==> src/rtl/rx_pkg.sv <==
// Shared receive-path types and frame geometry constants.
// Used by the PHY back end, frame sync and framing layer.
package rx_pkg;

    typedef logic [1:0] qpsk_sym_t;

    typedef enum logic [1:0] {
        SEARCH,
        VERIFY,
        LOCKED
    } sync_state_t;

    localparam int SOF_LEN_C     = 25;
    localparam int PAYLOAD_LEN_C = 63;

    function automatic logic [15:0] sat_inc16(input logic [15:0] v);
        return (v == 16'hFFFF) ? v : v + 16'd1;
    endfunction

endpackage

==> src/rtl/fsc_stats.sv <==
// Saturating lock-loss and delivered-frame counters for frame sync.
// Only instantiated when FRAME_SYNC_STATS_EN is defined.
module fsc_stats
    import rx_pkg::*;
(
    input  logic        clk,
    input  logic        rst_n,
    input  logic        loss_evt,
    input  logic        frame_evt,
    output logic [15:0] lock_loss_cnt,
    output logic [15:0] frame_cnt
);

    always_ff @(posedge clk) begin
        if (!rst_n) begin
            lock_loss_cnt <= '0;
            frame_cnt     <= '0;
        end else begin
            if (loss_evt)
                lock_loss_cnt <= sat_inc16(lock_loss_cnt);
            if (frame_evt)
                frame_cnt <= sat_inc16(frame_cnt);
        end
    end

endmodule

==> src/rtl/frame_sync_controller.sv <==
// Frame acquisition/tracking FSM with flywheel; forwards payload symbols.
// Stats counters are built only when FRAME_SYNC_STATS_EN is defined.
module frame_sync_controller
    import rx_pkg::*;
#(
    parameter int PAYLOAD_LEN = PAYLOAD_LEN_C,
    parameter int SOF_LEN     = SOF_LEN_C,
    parameter int TOL         = 2,
    parameter int VERIFY_N    = 2,
    parameter int MISS_MAX    = 3
) (
    input  logic        clk,
    input  logic        rst_n,
    input  logic        sym_valid,
    input  qpsk_sym_t   sym_data,
    input  logic        sof_det,
    output logic        out_valid,
    output qpsk_sym_t   out_data,
    output logic        out_first,
    output logic        out_last,
    output logic        locked,
    output logic [15:0] lock_loss_cnt,
    output logic [15:0] frame_cnt
);

    localparam int FRAME_SYMS = PAYLOAD_LEN + SOF_LEN;
    localparam int PW = $clog2(FRAME_SYMS + TOL + 2);
    localparam int CW = $clog2(VERIFY_N + 1);
    localparam int MW = $clog2(MISS_MAX + 1);

    localparam logic [PW-1:0] WIN_LO   = PW'(FRAME_SYMS - TOL);
    localparam logic [PW-1:0] POS_HI   = PW'(FRAME_SYMS + TOL);
    localparam logic [PW-1:0] POS_WRAP = PW'(TOL + 1);
    localparam logic [PW-1:0] PAY_N    = PW'(PAYLOAD_LEN);
    localparam logic [PW-1:0] PAY_LAST = PW'(PAYLOAD_LEN - 1);
    localparam logic [CW-1:0] CONF_END = CW'(VERIFY_N - 1);
    localparam logic [MW-1:0] MISS_END = MW'(MISS_MAX - 1);

    sync_state_t   state;
    logic [PW-1:0] pos;
    logic [CW-1:0] confirm;
    logic [MW-1:0] miss;

    logic in_win;
    logic fwd;
    logic fly;

    assign in_win = (pos >= WIN_LO) && (pos <= POS_HI);
    assign fwd    = (state == LOCKED) && sym_valid && !sof_det
                    && (pos < PAY_N);
    assign fly    = (state == LOCKED) && sym_valid && !sof_det
                    && (pos == POS_HI);
    assign locked = (state == LOCKED);

    always_ff @(posedge clk) begin
        if (!rst_n) begin
            state     <= SEARCH;
            pos       <= '0;
            confirm   <= '0;
            miss      <= '0;
            out_valid <= 1'b0;
            out_data  <= '0;
            out_first <= 1'b0;
            out_last  <= 1'b0;
        end else begin
            out_valid <= fwd;
            out_data  <= sym_data;
            out_first <= fwd && (pos == '0);
            out_last  <= fwd && (pos == PAY_LAST);

            unique case (state)
                SEARCH: begin
                    if (sof_det) begin
                        state   <= VERIFY;
                        pos     <= '0;
                        confirm <= '0;
                    end
                end
                VERIFY: begin
                    if (sof_det) begin
                        pos <= '0;
                        if (!in_win) begin
                            confirm <= '0;
                        end else if (confirm == CONF_END) begin
                            state   <= LOCKED;
                            confirm <= '0;
                            miss    <= '0;
                        end else begin
                            confirm <= confirm + 1'b1;
                        end
                    end else if (sym_valid) begin
                        if (pos == POS_HI) begin
                            state <= SEARCH;
                            pos   <= '0;
                        end else begin
                            pos <= pos + 1'b1;
                        end
                    end
                end
                LOCKED: begin
                    // An out-of-window SOF is a false correlation: the
                    // beat still advances pos like any other symbol.
                    if (sof_det && in_win) begin
                        pos  <= '0;
                        miss <= '0;
                    end else if (fly) begin
                        if (miss == MISS_END) begin
                            state <= SEARCH;
                            pos   <= '0;
                            miss  <= '0;
                        end else begin
                            pos  <= POS_WRAP;
                            miss <= miss + 1'b1;
                        end
                    end else if (sym_valid) begin
                        pos <= pos + 1'b1;
                    end
                end
                default: state <= SEARCH;
            endcase
        end
    end

`ifdef FRAME_SYNC_STATS_EN
    logic loss_evt;
    logic frame_evt;

    assign loss_evt  = fly && (miss == MISS_END);
    assign frame_evt = fwd && (pos == PAY_LAST);

    fsc_stats u_stats (
        .clk           (clk),
        .rst_n         (rst_n),
        .loss_evt      (loss_evt),
        .frame_evt     (frame_evt),
        .lock_loss_cnt (lock_loss_cnt),
        .frame_cnt     (frame_cnt)
    );
`else
    assign lock_loss_cnt = '0;
    assign frame_cnt     = '0;
`endif

endmodule
==> config.mk <==
export PLATFORM = sky130hd
export DESIGN_NAME = frame_sync_controller
export DESIGN_NICKNAME = d
export VERILOG_FILES = /design/src/rtl/rx_pkg.sv /design/src/rtl/fsc_stats.sv /design/src/rtl/frame_sync_controller.sv
export SDC_FILE = /design/constraint.sdc
export NUM_CORES = 1
export LEC_CHECK = 0
export CORE_MARGIN = 2
export CORE_UTILIZATION = 30
export DETAILED_ROUTE_END_ITERATION = 12
export PLACE_DENSITY = 0.69
export SYNTH_ARGS = -nofsm -noshare
export SYNTH_HDL_FRONTEND = slang
export SYNTH_SLANG_ARGS = --single-unit
==> constraint.sdc <==
create_clock -name clk -period 2.3 [get_ports clk]
set_input_delay 0.69 -clock clk [delete_from_list [all_inputs] [get_ports clk]]
set_output_delay 0.69 -clock clk [all_outputs]
set_load 0.02 [all_outputs]
==> out/summary.txt, run 1 <==
Synth cell types = 44
Worst EP required = 2440 ps
Reg clk slew, reported paths = 80 ps
Die ar. = 5230 um2
Largest net degree at the start of global routing = 12
Count leader, synth = buf_4
Period Utilization, post-route = 97.8%
DP Worst Slack = -314 ps
Area delta synth->final = 17.0%
Post-synthesis compound-gate area fraction = 22.7%
# placed instances = 252
CTS root buf = clkbuf_8
Final hold vios = 0
RD Place Congestion = 0.833
Minimum clock period after layout = 2250 ps
Adder-Cell Fraction of Synth Area = 6.26%
Combinational family with the most area after synthesis = compound AO/OA/AOI/OAI gates
Starting density of the core = 31.7%
Floorplan core area = 4410 um2
Io pins = 44
Max incr delay on CP = 480 ps
Number of fill cells = 449
Post-synth top area share = 25.7%
Post-synth top area cell = dfxtp_1
DRC errors left = 0
1st-iter DRT viols = 96
Initial antenna violation count = 0
Vias in the first global route = 1,055
Die X = 72.3 um
Max Clock Skew = 7.56 ps
CTS tree = built
Worst Slack Setup Final = 50.3 ps
Die Ht = 72.3 um
Total number of yosys warnings = 0
Seq/Total Area, Yosys = 25.7%
First-pass GRT wire length = 4920 um
Max Freq = 445 MHz
Overall power = 0.869 mW
Worst path top cell family by delay = buffers and inverters
Total GRT Usage = 11.8%
Max Root-Sink Buffers = 2
H-tree levels = 1
Worst setup path class = input pin to flop
Via density = 4.89
Number of buffers added on ports = 11
Hold depth = 2
Slew Viols, Final = 0
Commonest cells post-synth = 32 x buf_4, 18 x dfxtp_1, 14 x nand2_1
Reg2Reg Depth = 8
Via count = 1,253
TritonRoute pass-1 iters = 4
Maxcap violations = 0
Worst skew pair latency = 260 ps
Top_reg_cell synth = dfxtp_1
Leakage = 0.680 nW
CTS buffer count = 3
Worst setup EP type = flop
Stages on the worst setup path = 7
Worst Hold Class = flop to flop
Finished Layout Cells = 256
Synth Area in XOR/XNOR = 0%
CTS Hold Bufs = 0
Antenna viol nets, final = 0
# setup viols final = 0
CP max-delay cell = clkdlybuf4s50_1
Worst setup SP type = input pin
Drt wl/cell = 12.0 um
Status = finished, final reports clean
Post-synthesis mux area share = 0.715%
Setup tns final = 0 ps
RSZ-0062 raised after global routing = yes
Crit path buf inv count = 2
Seq cells post-synth = 18
Layout cells sized above 1 = 13.7%
FF/Latch Area = 360 um2
Final Routed Wirelength = 3070 um
CTS Sinks = 18
Worst EP arrival = 2390 ps
Post-Synth Simple-Gate Area = 22.1%
Worst hold slack = 431 ps
Syn Inst Count = 179
Antenna cells = 0
Hpwl dp = 2260 um
CP cell instances = clkdlybuf4s50_1 -> nor2_1 -> a221o_1 -> or3_4 -> buf_4 -> a211oi_2 -> o21ai_1
Peak supply drop = 0.284 mV
GRT Residual Overflow = 0
EDFF count, synth = 0
Multi-input logic area = 880 um2
Mapped Area = 1400 um2
Crit-path max FO = 5
FP Rows = 24
Power Dens Cells = 530 nW/um2
Final net count = 218
Top cells by area, synth = dfxtp_1 26%, buf_4 17%, ha_1 6.3%
Async S/R FF share, synth = 0%
Average cell area after synthesis = 7.82 um2
==> sequential cells by signal, indices dropped and copies added, names as in the netlist <==
name,cells
pos,7
state,2
out_valid,1
miss,2
out_data,2
out_last,1
out_first,1
confirm,2
==> cell families after synthesis <==
family                     count (synthesis)
AOI/OAI and AO/OA                         43
adders and majority gates                  7
buffers and inverters                     50
DFF                                       18
muxes                                      1
other                                      1
and+or+nand+nor                           59
==> where the power goes <==
part / internal [mW] / total (mW) / switching, mW
registers: 0.320 / 0.328 / 0.00759
clock network: 0.152 / 0.269 / 0.116
logic: 0.108 / 0.272 / 0.164
==> path summary, 6_finish.rpt <==
check	slack [ps]	end	from
max	50	pos[5]	sym_valid
min	430	confirm[1]	confirm[1]
max reg2reg	160	pos[5]	state[0]
min reg2reg	430	confirm[1]	confirm[1]
==> worst reg2reg max path: cells and delay by family (launching register included) <==
family                   cells  cell delay, ps
AO/OA/AOI/OAI                3             580
adder cells (fa/ha/maj)      1             200
buffers and inverters        2             260
flip-flops                   1             380
AND/OR/NAND/NOR              2             580
==> placed cells by master (no fill, tap or decap), types with 4 or more instances in the layout <==
cell and instances:
a31oi_1 5, clkbuf_8 4, nand3_1 4, ha_1 6, dfxtp_1 18, nor2_1 11
nor3_1 4, buf_4 16, and2_1 5, clkdlybuf4s50_1 10, nand2_1 14, and3_1 4
o21ai_0 4, inv_1 13, conb_1 32, o21ai_1 4
==> routing by layer <==
layer | vias to the layer above | global-route usage, % | wire [um]
met5 | - | 0 | 0
met3 | 7 | 1.67 | 140
met2 | 41 | 19.0 | 1440
met4 | 0 | 4.61 | 63
li1 | 622 | - | -
met1 | 583 | 15.8 | 1430
==> what timing repair did <==
item / 4_1_cts / 5_1_grt
setup buffers: 0 / 0
setup endpoints to repair: 3 / 6
resized for setup: 1 / 7
endpoints found under the hold margin: 0 / 0
==> metrics by stage <==
step                      cell area, um2  utilization [%]
after floorplan                     1520                -
after global placement              1550             35.1
after detailed placement            1550             35.1
after CTS                           1610             36.4
after global routing                1640             37.1
final                               1640             37.1
==> layout make-up <==
class                      instances  area share [%]
clock buffer                       4            3.36
inverter                          13            2.98
multi-input combinational        142            53.7
sequential                        18            22.0
tap                               52            3.97
timing repair buffer              27            14.0
Power figures use the tool's default switching activity.
==> inputs of run 2 (changes only) <==
- CAP_MARGIN: default -> 20
==> results of run 2 <==
Same layout as run 1: the final DEF is identical, and so are final timing and power.
